<file path="config.mk">
export PLATFORM = sky130hd
export DESIGN_NAME = vec_wb_sequencer_flat
export DESIGN_NICKNAME = d
export VERILOG_FILES = /design/src/rtl/vec_wb_sequencer_if.sv /design/src/rtl/vec_wb_sequencer.sv /design/src/flat_wrapper.sv
export SDC_FILE = /design/constraint.sdc
export NUM_CORES = 1
export LEC_CHECK = 0
export BUFFER_PORTS_ARGS = -buffer_cell sky130_fd_sc_hd__buf_2
export CORE_MARGIN = 5
export CORE_UTILIZATION = 53
export DETAILED_ROUTE_END_ITERATION = 8
export GPL_TIMING_DRIVEN = 0
export PLACE_DENSITY = 0.88
export SLEW_MARGIN = 20
export SYNTH_ARGS = -nofsm -noshare
export SYNTH_HDL_FRONTEND = slang
export SYNTH_SLANG_ARGS = --single-unit
</file>
<file path="constraint.sdc">
create_clock -name clk -period 1.77 [get_ports clk]
set_input_delay 0.2655 -clock clk [delete_from_list [all_inputs] [get_ports clk]]
set_output_delay 0.2655 -clock clk [all_outputs]
set_load 0.1 [all_outputs]
</file>
<file path="src/rtl/vec_wb_sequencer_if.sv">
// vec_wb_sequencer_if: writeback request and VRF write-port bundle for vec_wb_sequencer.
// Request side: vwb_valid_i, vwb_addr_i, vwb_data_i (+ vwb_mask_i with VWB_LANE_MASK_EN), stall_o.
// VRF side: vrf_we_o, vrf_addr_o, vrf_lane_o, vrf_wdata_o.
// Status: busy_o, pend_valid_o, pend_addr_o, done_o.
// master = upstream pipeline / VRF environment, slave = the sequencer.
interface vec_wb_sequencer_if #(
    parameter int LANES    = 8,
    parameter int DATA_W   = 32,
    parameter int ADDR_W   = 5,
    parameter int WR_PORTS = 2
);
    localparam int LW = $clog2(LANES);
    logic                       vwb_valid_i;
    logic [ADDR_W-1:0]          vwb_addr_i;
    logic [LANES*DATA_W-1:0]    vwb_data_i;
`ifdef VWB_LANE_MASK_EN
    logic [LANES-1:0]           vwb_mask_i;
`endif
    logic                       stall_o;
    logic [WR_PORTS-1:0]        vrf_we_o;
    logic [ADDR_W-1:0]          vrf_addr_o;
    logic [WR_PORTS*LW-1:0]     vrf_lane_o;
    logic [WR_PORTS*DATA_W-1:0] vrf_wdata_o;
    logic                       busy_o;
    logic                       pend_valid_o;
    logic [ADDR_W-1:0]          pend_addr_o;
    logic                       done_o;
`ifdef VWB_LANE_MASK_EN
    modport master (output vwb_valid_i, vwb_addr_i, vwb_data_i, vwb_mask_i,
                    input stall_o, vrf_we_o, vrf_addr_o, vrf_lane_o, vrf_wdata_o,
                    busy_o, pend_valid_o, pend_addr_o, done_o);
    modport slave (input vwb_valid_i, vwb_addr_i, vwb_data_i, vwb_mask_i,
                   output stall_o, vrf_we_o, vrf_addr_o, vrf_lane_o, vrf_wdata_o,
                   busy_o, pend_valid_o, pend_addr_o, done_o);
`else
    modport master (output vwb_valid_i, vwb_addr_i, vwb_data_i,
                    input stall_o, vrf_we_o, vrf_addr_o, vrf_lane_o, vrf_wdata_o,
                    busy_o, pend_valid_o, pend_addr_o, done_o);
    modport slave (input vwb_valid_i, vwb_addr_i, vwb_data_i,
                   output stall_o, vrf_we_o, vrf_addr_o, vrf_lane_o, vrf_wdata_o,
                   busy_o, pend_valid_o, pend_addr_o, done_o);
`endif
endinterface

</file>
<file path="src/rtl/vec_wb_sequencer.sv">
// vec_wb_sequencer: captures one vector writeback and drains it through WR_PORTS VRF write ports over BEATS cycles.
// Ports: clk, rst_n (sync, active-low), bus (vec_wb_sequencer_if.slave: request, VRF write, hazard/status signals).
// Optional: define VWB_LANE_MASK_EN to add a per-lane write mask captured with the data.
module vec_wb_sequencer #(
    parameter int LANES    = 8,
    parameter int DATA_W   = 32,
    parameter int ADDR_W   = 5,
    parameter int WR_PORTS = 2
) (
    input logic               clk,
    input logic               rst_n,
    vec_wb_sequencer_if.slave bus
);
    localparam int BEATS = LANES / WR_PORTS;
    localparam int LW    = $clog2(LANES);
    localparam int BW    = BEATS > 1 ? $clog2(BEATS) : 1;

    typedef enum logic {IDLE, DRAIN} state_t;

    state_t                  state, state_nx;
    logic [BW-1:0]           beat;
    logic [ADDR_W-1:0]       cap_addr;
    logic [LANES*DATA_W-1:0] cap_data;
    logic [LANES-1:0]        cap_mask;
    logic                    last;
    logic                    accept;

    // A new request is taken when idle or on the final beat, giving back-to-back drains.
    assign last   = state == DRAIN && beat == BW'(BEATS - 1);
    assign accept = bus.vwb_valid_i && (state == IDLE || last);

    always_ff @(posedge clk) begin
        if (!rst_n) begin
            state    <= IDLE;
            beat     <= '0;
            cap_addr <= '0;
            cap_data <= '0;
            cap_mask <= '0;
        end else begin
            state <= state_nx;
            if (accept) begin
                beat     <= '0;
                cap_addr <= bus.vwb_addr_i;
                cap_data <= bus.vwb_data_i;
`ifdef VWB_LANE_MASK_EN
                cap_mask <= bus.vwb_mask_i;
`else
                cap_mask <= '1;
`endif
            end else if (state == DRAIN) begin
                beat <= last ? '0 : beat + 1'b1;
            end
        end
    end

    always_comb begin
        state_nx = accept ? DRAIN : (last ? IDLE : state);
    end

    always_comb begin
        bus.stall_o      = bus.vwb_valid_i && state == DRAIN && !last;
        bus.busy_o       = state == DRAIN;
        bus.pend_valid_o = state == DRAIN;
        bus.pend_addr_o  = state == DRAIN ? cap_addr : '0;
        bus.vrf_addr_o   = state == DRAIN ? cap_addr : '0;
        bus.done_o       = last;
        bus.vrf_we_o     = '0;
        bus.vrf_lane_o   = '0;
        bus.vrf_wdata_o  = '0;
        for (int k = 0; k < WR_PORTS; k++) begin
            if (state == DRAIN) begin
                bus.vrf_we_o[k]                    = cap_mask[int'(beat) * WR_PORTS + k];
                bus.vrf_lane_o[k*LW +: LW]         = LW'(int'(beat) * WR_PORTS + k);
                bus.vrf_wdata_o[k*DATA_W +: DATA_W] = cap_data[(int'(beat) * WR_PORTS + k) * DATA_W +: DATA_W];
            end
        end
    end
endmodule

</file>
<file path="src/flat_wrapper.sv">
// flat-port wrapper written by rule: the top's interface ports become plain ports
module vec_wb_sequencer_flat 
#(
    parameter int LANES    = 8,
    parameter int DATA_W   = 32,
    parameter int ADDR_W   = 5,
    parameter int WR_PORTS = 2
)
  (clk, rst_n, bus_vwb_valid_i, bus_vwb_addr_i, bus_vwb_data_i, bus_stall_o, bus_vrf_we_o, bus_vrf_addr_o, bus_vrf_lane_o, bus_vrf_wdata_o, bus_busy_o, bus_pend_valid_o, bus_pend_addr_o, bus_done_o);
  vec_wb_sequencer_if #(.LANES(LANES), .DATA_W(DATA_W), .ADDR_W(ADDR_W), .WR_PORTS(WR_PORTS)) bus_i ();
  input logic clk;
  input logic rst_n;
  input wire logic [$bits(bus_i.vwb_valid_i)-1:0] bus_vwb_valid_i;
  input wire logic [$bits(bus_i.vwb_addr_i)-1:0] bus_vwb_addr_i;
  input wire logic [$bits(bus_i.vwb_data_i)-1:0] bus_vwb_data_i;
  output wire logic [$bits(bus_i.stall_o)-1:0] bus_stall_o;
  output wire logic [$bits(bus_i.vrf_we_o)-1:0] bus_vrf_we_o;
  output wire logic [$bits(bus_i.vrf_addr_o)-1:0] bus_vrf_addr_o;
  output wire logic [$bits(bus_i.vrf_lane_o)-1:0] bus_vrf_lane_o;
  output wire logic [$bits(bus_i.vrf_wdata_o)-1:0] bus_vrf_wdata_o;
  output wire logic [$bits(bus_i.busy_o)-1:0] bus_busy_o;
  output wire logic [$bits(bus_i.pend_valid_o)-1:0] bus_pend_valid_o;
  output wire logic [$bits(bus_i.pend_addr_o)-1:0] bus_pend_addr_o;
  output wire logic [$bits(bus_i.done_o)-1:0] bus_done_o;
  assign bus_i.vwb_valid_i = bus_vwb_valid_i;
  assign bus_i.vwb_addr_i = bus_vwb_addr_i;
  assign bus_i.vwb_data_i = bus_vwb_data_i;
  assign bus_stall_o = bus_i.stall_o;
  assign bus_vrf_we_o = bus_i.vrf_we_o;
  assign bus_vrf_addr_o = bus_i.vrf_addr_o;
  assign bus_vrf_lane_o = bus_i.vrf_lane_o;
  assign bus_vrf_wdata_o = bus_i.vrf_wdata_o;
  assign bus_busy_o = bus_i.busy_o;
  assign bus_pend_valid_o = bus_i.pend_valid_o;
  assign bus_pend_addr_o = bus_i.pend_addr_o;
  assign bus_done_o = bus_i.done_o;
  vec_wb_sequencer #(.LANES(LANES), .DATA_W(DATA_W), .ADDR_W(ADDR_W), .WR_PORTS(WR_PORTS)) u_core (.clk(clk), .rst_n(rst_n), .bus(bus_i));
endmodule
</file>
==> flow_summary.json, run 1 <==
{
  "yosysTopAreaCellShare": 0.419,
  "ys_seq_area_frac": 0.419,
  "clk_path_buf_depth": 3,
  "synth_top_cells_by_count": "nand2_1 (523), mux2i_1 (391), dfxtp_1 (265)",
  "status": "stopped before the end",
  "syn_area_sq_um": 12700,
  "worst_endpoint_kind": "top-level output",
  "numCtsBuffers": 28,
  "cts_max_level": 1,
  "syn_nets": 1660,
  "stop_stage": "5_1_grt",
  "ys_ff_latch": 265,
  "ys_warn_count": 0,
  "synth_edf_count": 0,
  "portBuffers": 347,
  "first-error": "[ERROR DPL-0038] Utilization greater than 100%, impossible to legalize",
  "grt_max_degree": 15,
  "ys_top_cells_by_area": "dfxtp_1 (42%), mux2i_1 (31%), nand2_1 (16%)",
  "dp_hpwl_um": 30000,
  "synthArstFlopShare": 0,
  "rows": 56,
  "initial_core_util": 0.539,
  "io_pins": 350,
  "die_h_um": 165,
  "ys_types": 22,
  "dieWidth_um": 165,
  "yosysTopAreaCell": "dfxtp_1",
  "yosysMostFrequentCell": "nand2_1",
  "gp_congestion": 0.866,
  "synthFlopType": "dfxtp_1",
  "clock-sinks": 265,
  "ctsRootBufferMaster": "clkbuf_16",
  "worstEndpointGrtRepair": "bus_vrf_wdata_o[57]",
  "postSynthCellCount": 1394,
  "dp_cells": 2060,
  "synth_area_per_cell_sq_um": 9.08
}
## per-stage QoR
stage	utilization	area [sq um]	setup slack (ns)	setup TNS (ns)
after detailed placement	0.677	15900	-0.629	-38.16
after CTS	0.931	21900	-0.585	-39.98
after global placement	0.677	15900	-0.633	-38.27
after floorplan	-	13700	-0.244	-16.11
## timing repair
action                                  CTS
gates cloned                              6
hold buffers                            229
buffers inserted                         18
endpoints found under the setup margin   84
endpoints found under the hold margin   229
pin swaps                                13
resized for setup                       556
## kinds of logic after synthesis
group,synth area share
muxes,0.309
buffers and inverters,0.0722
and+or+nand+nor,0.164
adders and majority gates,0.00198
AOI/OAI and AO/OA,0.0328
DFF,0.419
other,0.000296
==> run 2: changes to the inputs <==
--- a/config.mk
+++ b/config.mk
@@ -7,10 +7,10 @@
 export LEC_CHECK = 0
 export BUFFER_PORTS_ARGS = -buffer_cell sky130_fd_sc_hd__buf_2
 export CORE_MARGIN = 5
-export CORE_UTILIZATION = 53
+export CORE_UTILIZATION = 40
 export DETAILED_ROUTE_END_ITERATION = 8
 export GPL_TIMING_DRIVEN = 0
-export PLACE_DENSITY = 0.88
+export PLACE_DENSITY_LB_ADDON = 0.15
 export SLEW_MARGIN = 20
 export SYNTH_ARGS = -nofsm -noshare
 export SYNTH_HDL_FRONTEND = slang
==> flow_summary.json, run 2 <==
{
  "status": "finished, violations left",
  "violations": "setup timing",
  "dpl-instance-area_sq_um": 16000,
  "clock-sinks": 265,
  "initial_core_util": 0.403,
  "period_needed_ns": 2.37,
  "clkTransAtPathRegs_ns": 0.06,
  "setup_viol": 84,
  "rsz0062_at_grt": "yes",
  "ys_types": 22,
  "synth_edf_count": 0,
  "wl_um": 52400,
  "cts_tree": "done",
  "hold_viol": 0,
  "peakVddDrop_v": 0.000775,
  "ys_ff_latch": 265,
  "drtPass1Iterations": 5,
  "dp_hpwl_um": 30600,
  "largest_reg_flops": 256,
  "synthToLayoutAreaGrowth_pct": 82.8,
  "clk_latency_ns": 0.57,
  "nets": 2340,
  "worst_pin_slew_ns": 0.707,
  "yosysMostFrequentCell": "nand2_1",
  "drive_gt1_frac": 0.341,
  "synth_top_cells_by_count": "nand2_1 (523), mux2i_1 (391), dfxtp_1 (265)",
  "multi_input_area_sq_um": 8600,
  "synthSimpleGateAreaFrac": 0.164,
  "coreArea_sq_um": 31400,
  "numCtsBuffers": 31,
  "synth_top_family_by_area": "multiplexers",
  "ys_warn_count": 0,
  "drtIter0Drc": 762,
  "antenna_found_initial": 5,
  "swShare": 0.296,
  "internal_power_mw": 12.5,
  "grt_usage": 0.280,
  "syn_nets": 1660,
  "reg.largest.list": "u_core.cap_data (256), u_core.cap_addr (5), u_core.beat (2)",
  "synthArstFlopShare": 0,
  "die_h_um": 188,
  "cts_max_level": 1,
  "regArea_sq_um": 5310,
  "syn_area_sq_um": 12700,
  "slew_headroom": 0.528,
  "p_comb_frac": 0.254,
  "cpMostUsedCell": "buf_12",
  "synth_area_per_cell_sq_um": 9.08,
  "final_common_cell": "nand2_1",
  "regMostFlops": "u_core.cap_data",
  "layout_common_cells": "nand2_1 (522), mux2i_1 (273), buf_2 (266)",
  "gp_congestion": 0.828,
  "portBuffers": 347,
  "num-fill-cells": 2003,
  "min_period_over_period": 1.34,
  "dieWidth_um": 188,
  "hp-class": "in2reg",
  "grt_max_degree": 16,
  "synthXorXnorAreaFrac": 0,
  "grt_overflow_total": 0,
  "vias": 12800,
  "p_seq_frac": 0.380,
  "fmax_mhz": 421,
  "drv_cap": 0,
  "clock_skew_ns": 0.0216,
  "final_antenna_net_count": 0,
  "required_ns": 1.50,
  "grt_pass1_vias": 13800,
  "worst_slack_ns": -0.604,
  "drc_errors": 0,
  "final_area_sq_um": 23100,
  "grt_pass1_wl_um": 78800,
  "postSynthCellCount": 1394,
  "p_leak_nw": 9.11,
  "crit_chain": "buf_6 > buf_12 > buf_16 > clkbuf_16 > mux2i_4 > o22ai_4 > buf_12",
  "power_switching_mw": 5.23,
  "place_ws_ns": -0.765,
  "synth_fa_ha_area_frac": 0.00198,
  "die_area_sq_um": 35300,
  "path_class": "reg2out",
  "rows": 65,
  "synth_compound_area_frac": 0.0328,
  "slowest_stage": "dfxtp_2",
  "ys_seq_area_frac": 0.419,
  "io_pins": 350,
  "startpoint_type": "flop",
  "yosysTopAreaCell": "dfxtp_1",
  "arrival_ns": 2.11,
  "synthFlopType": "dfxtp_1",
  "slew_violations": 0,
  "crit_path_end_kind": "primary output",
  "cpPeakStageDelay_ns": 0.32,
  "ctsRootBufferMaster": "clkbuf_16",
  "yosysTopAreaCellShare": 0.419,
  "clk_path_buf_depth": 3,
  "routed_via_density": 5.13,
  "power.density_nw_per_um2": 765,
  "wire_per_inst_um": 20.9,
  "ys_top_cells_by_area": "dfxtp_1 (42%), mux2i_1 (31%), nand2_1 (16%)",
  "clockPowerShare": 0.366,
  "synth_mux_area_frac": 0.309,
  "path_max_fanout": 6
}
==> run 2: cell counts after synthesis <==
No cell type changed its count.
==> run 2: power groups by stage <==
stage	registers, mW	logic (mW)	clock network [mW]
final	6.72	4.49	6.48
after global routing	6.75	4.71	6.80
after detailed placement	6.69	3.02	0
after CTS	6.67	4.23	6.53
after global placement	6.67	3.00	0
after floorplan	6.64	2.22	0
==> run 2: final timing paths <==
kind                       start                   end  slack (ns)  depth (start not counted)
max reg2reg       u_core.beat[0]    u_core.cap_addr[3]        0.07                          8
min          bus_vwb_data_i[110]  u_core.cap_data[110]        0.02                          3
max               u_core.beat[0]   bus_vrf_wdata_o[48]       -0.60                          7
min reg2reg  u_core.cap_data[20]   u_core.cap_data[20]        0.46                          2
==> run 2: timing repair <==
action	CTS	global route
gates cloned	9	8
buffers inserted	19	9
gates resized for setup	573	84
pin swaps	24	42
endpoints found under the setup margin	84	88
hold endpoints to repair	260	0
hold buffers	260	0
==> run 2: per-layer routing <==
metal | up-vias | routed length (um) | part of all wire | GRT usage
met3 | 144 | 3020 | 0.058 | 0.0504
li1 | 6064 | - | - | -
met2 | 491 | 26500 | 0.51 | 0.495
met4 | 0 | 2190 | 0.042 | 0.108
met1 | 6149 | 20700 | 0.39 | 0.340
met5 | - | 0 | 0 | 0
==> run 2: cells by family after synthesis <==
kind of cell	Yosys count
simple gates	538
mux	391
buf+inv	131
fa+ha+maj	2
other cells	1
compound gates	66
flops	265
==> run 2: layout make-up <==
cell class	count	area share
plain buffers	126	0.0592
inverters	1	0.000325
diodes	6	0.000649
clock buffers	46	0.0399
multi-input cells	998	0.372
flip-flops and latches	265	0.230
clock inverters	10	0.00465
well taps	402	0.0217
repair buffers	651	0.272
==> run 2: stage by stage <==
stage	std cells	hold slack [ns]	power, mW	util	setup TNS (ns)
floorplan	1394	0.389	8.86	-	-16.11
global placement	2143	0.438	9.68	0.509	-46.33
detailed placement	2143	0.445	9.71	0.509	-46.63
CTS	2486	0.00740	17.4	0.716	-42.34
global route	2505	0.0229	18.3	0.737	-44.79
finish	2505	0.0247	17.7	0.737	-39.17
==> run 2: worst max-delay path, delay by kind of cell (launching register included) <==
kind / cells / cell delay [ns]
buf+inv: 5 / 0.80
flops: 1 / 0.32
mux: 1 / 0.19
compound gates: 1 / 0.19
Note: power is estimated with default switching activity, not from simulation.
==> run 3: changes to the inputs <==
--- a/config.mk
+++ b/config.mk
@@ -9,9 +9,9 @@
 export CORE_MARGIN = 5
 export CORE_UTILIZATION = 40
 export DETAILED_ROUTE_END_ITERATION = 8
-export GPL_TIMING_DRIVEN = 0
 export PLACE_DENSITY_LB_ADDON = 0.15
 export SLEW_MARGIN = 20
 export SYNTH_ARGS = -nofsm -noshare
 export SYNTH_HDL_FRONTEND = slang
 export SYNTH_SLANG_ARGS = --single-unit
+export TNS_END_PERCENT = 30
==> flow_summary.json, run 3 (synthesized netlist as in run 2, its figures left out) <==
{
  "p_comb_frac": 0.228,
  "drtPass1Iterations": 5,
  "clockPowerShare": 0.399,
  "io_pins": 350,
  "clkTransAtPathRegs_ns": 0.06,
  "numCtsBuffers": 31,
  "fmax_mhz": 453,
  "total_power_mw": 17.9,
  "drv_cap": 0,
  "clock_skew_ns": 0.0101,
  "min_period_over_period": 1.25,
  "hold_viol": 0,
  "required_ns": 1.50,
  "rows": 65,
  "largest_reg_flops": 256,
  "slew_violations": 0,
  "cts_max_level": 1,
  "die_h_um": 188,
  "wire_per_inst_um": 17.8,
  "violations": "setup timing",
  "layout_common_cells": "nand2_1 (522), mux2i_1 (300), buf_2 (262), dfxtp_1 (262), dlygate4sd3_1 (257)",
  "busiest_layer": "met2",
  "peakVddDrop_v": 0.000845,
  "p_seq_frac": 0.373,
  "swShare": 0.274,
  "regMostFlops": "u_core.cap_data",
  "synthToLayoutAreaGrowth_pct": 75.3,
  "grt_usage": 0.231,
  "arrival_ns": 1.94,
  "dieWidth_um": 188,
  "clock-sinks": 265,
  "final_util": 0.707,
  "setup_viol": 82,
  "rsz0062_at_grt": "yes",
  "internal_power_mw": 13.0,
  "final_common_cell": "nand2_1",
  "portBuffers": 348,
  "nets": 2264,
  "grt_pass1_wl_um": 67800,
  "hp-class": "in2reg",
  "gp_congestion": 0.773,
  "power.density_nw_per_um2": 805,
  "antenna_found_initial": 2,
  "ctsRootBufferMaster": "clkbuf_16",
  "path_class": "reg2out",
  "die_area_sq_um": 35300,
  "crit_path_end_kind": "primary output",
  "vias": 12100,
  "cts_tree": "done",
  "gr-usage-met3": 0.0473,
  "dp_hpwl_um": 26300,
  "grt_pass1_vias": 12700,
  "grt_overflow_total": 0,
  "path_max_fanout": 14,
  "grt_max_degree": 111,
  "clk_latency_ns": 0.55,
  "period_needed_ns": 2.21,
  "met2_usage": 0.396,
  "startpoint_type": "flop",
  "gr-usage-met1": 0.290,
  "worst_slack_ns": -0.439,
  "clk_path_buf_depth": 3,
  "p_leak_nw": 8.84,
  "place_ws_ns": 0.0654,
  "status": "finished, violations left",
  "drtIter0Drc": 681,
  "reg.largest.list": "u_core.cap_data (256), u_core.cap_addr (5), u_core.beat (2)",
  "wl_um": 43200,
  "drive_gt1_frac": 0.331,
  "coreArea_sq_um": 31400,
  "power_switching_mw": 4.90,
  "final_antenna_net_count": 0,
  "initial_core_util": 0.403,
  "routed_via_density": 4.98,
  "drc_errors": 0
}
==> run 3: changes by cell type in the layout (fill, tap and decap cells not counted), sizes merged, moves of 2 or more <==
cell and change:
diode -3, clkinv -4, clkinvlp +2, buf -4, dlygate4sd3 -3, clkbuf -73, bufinv +6
==> run 3: metal layers <==
layer	share of wire	vias up
met5	0	-
met4	0.034	0
met3	0.055	96
met2	0.50	380
met1	0.41	5731
li1	-	5882
==> run 3: power groups by stage <==
stage          Clock [mW]  Sequential [mW]  Combinational (mW)
2_1_floorplan           0             6.64                2.22
3_3_place_gp            0             6.67                3.15
3_5_place_dp            0             6.68                3.18
4_1_cts              7.25             6.60                3.85
5_1_grt              7.54             6.70                4.31
6_report             7.13             6.66                4.07
==> run 3: path summary, 6_finish.rpt <==
path,depth (start not counted),start,slack [ns],to
setup / recovery,5,u_core.beat[0],-0.44,bus_vrf_wdata_o[30]
hold reg to reg,2,u_core.cap_data[3],0.45,u_core.cap_data[3]
hold / removal,3,bus_vwb_data_i[173],0.002,u_core.cap_data[173]
setup reg to reg,7,u_core.beat[0],0.02,u_core.cap_data[73]
==> run 3: final cells by class <==
type / instances / area (sq um)
diodes: 3 / 7.51
fillers: 2086 / 9210
clock inverters: 13 / 274
inverters: 1 / 7.51
multi-input cells: 999 / 8170
flip-flops and latches: 265 / 5320
well taps: 402 / 503
clock buffers: 43 / 871
repair buffers: 700 / 7040
==> run 3: what timing repair did <==
item / CTS / global route
pin swaps: 9 / 4
buffers inserted: 5 / 3
hold endpoints to repair: 257 / 0
hold buffers: 257 / 0
setup endpoints to repair: 85 / 111
gates resized for setup: 133 / 101
cloned: 6 / 3
==> run 3: metrics by stage <==
stage | cell area, sq um | cells | setup TNS (ns) | hold slack (ns)
floorplan | 13700 | 1394 | -16.11 | 0.389
global placement | 17100 | 2093 | 0 | 0.439
detailed placement | 17100 | 2093 | 0 | 0.446
CTS | 21500 | 2417 | -28.54 | 0.00146
global route | 22200 | 2425 | -33.78 | 0.00259
finish | 22200 | 2426 | -25.54 | 0.00223
==> run 3: worst max-delay path, stage by stage (launching register included) <==
cell	delay (ns)
dfxtp_4	0.39
buf_12	0.19
clkbuf_16	0.20
mux2i_2	0.29
o22ai_4	0.13
buf_12	0.18
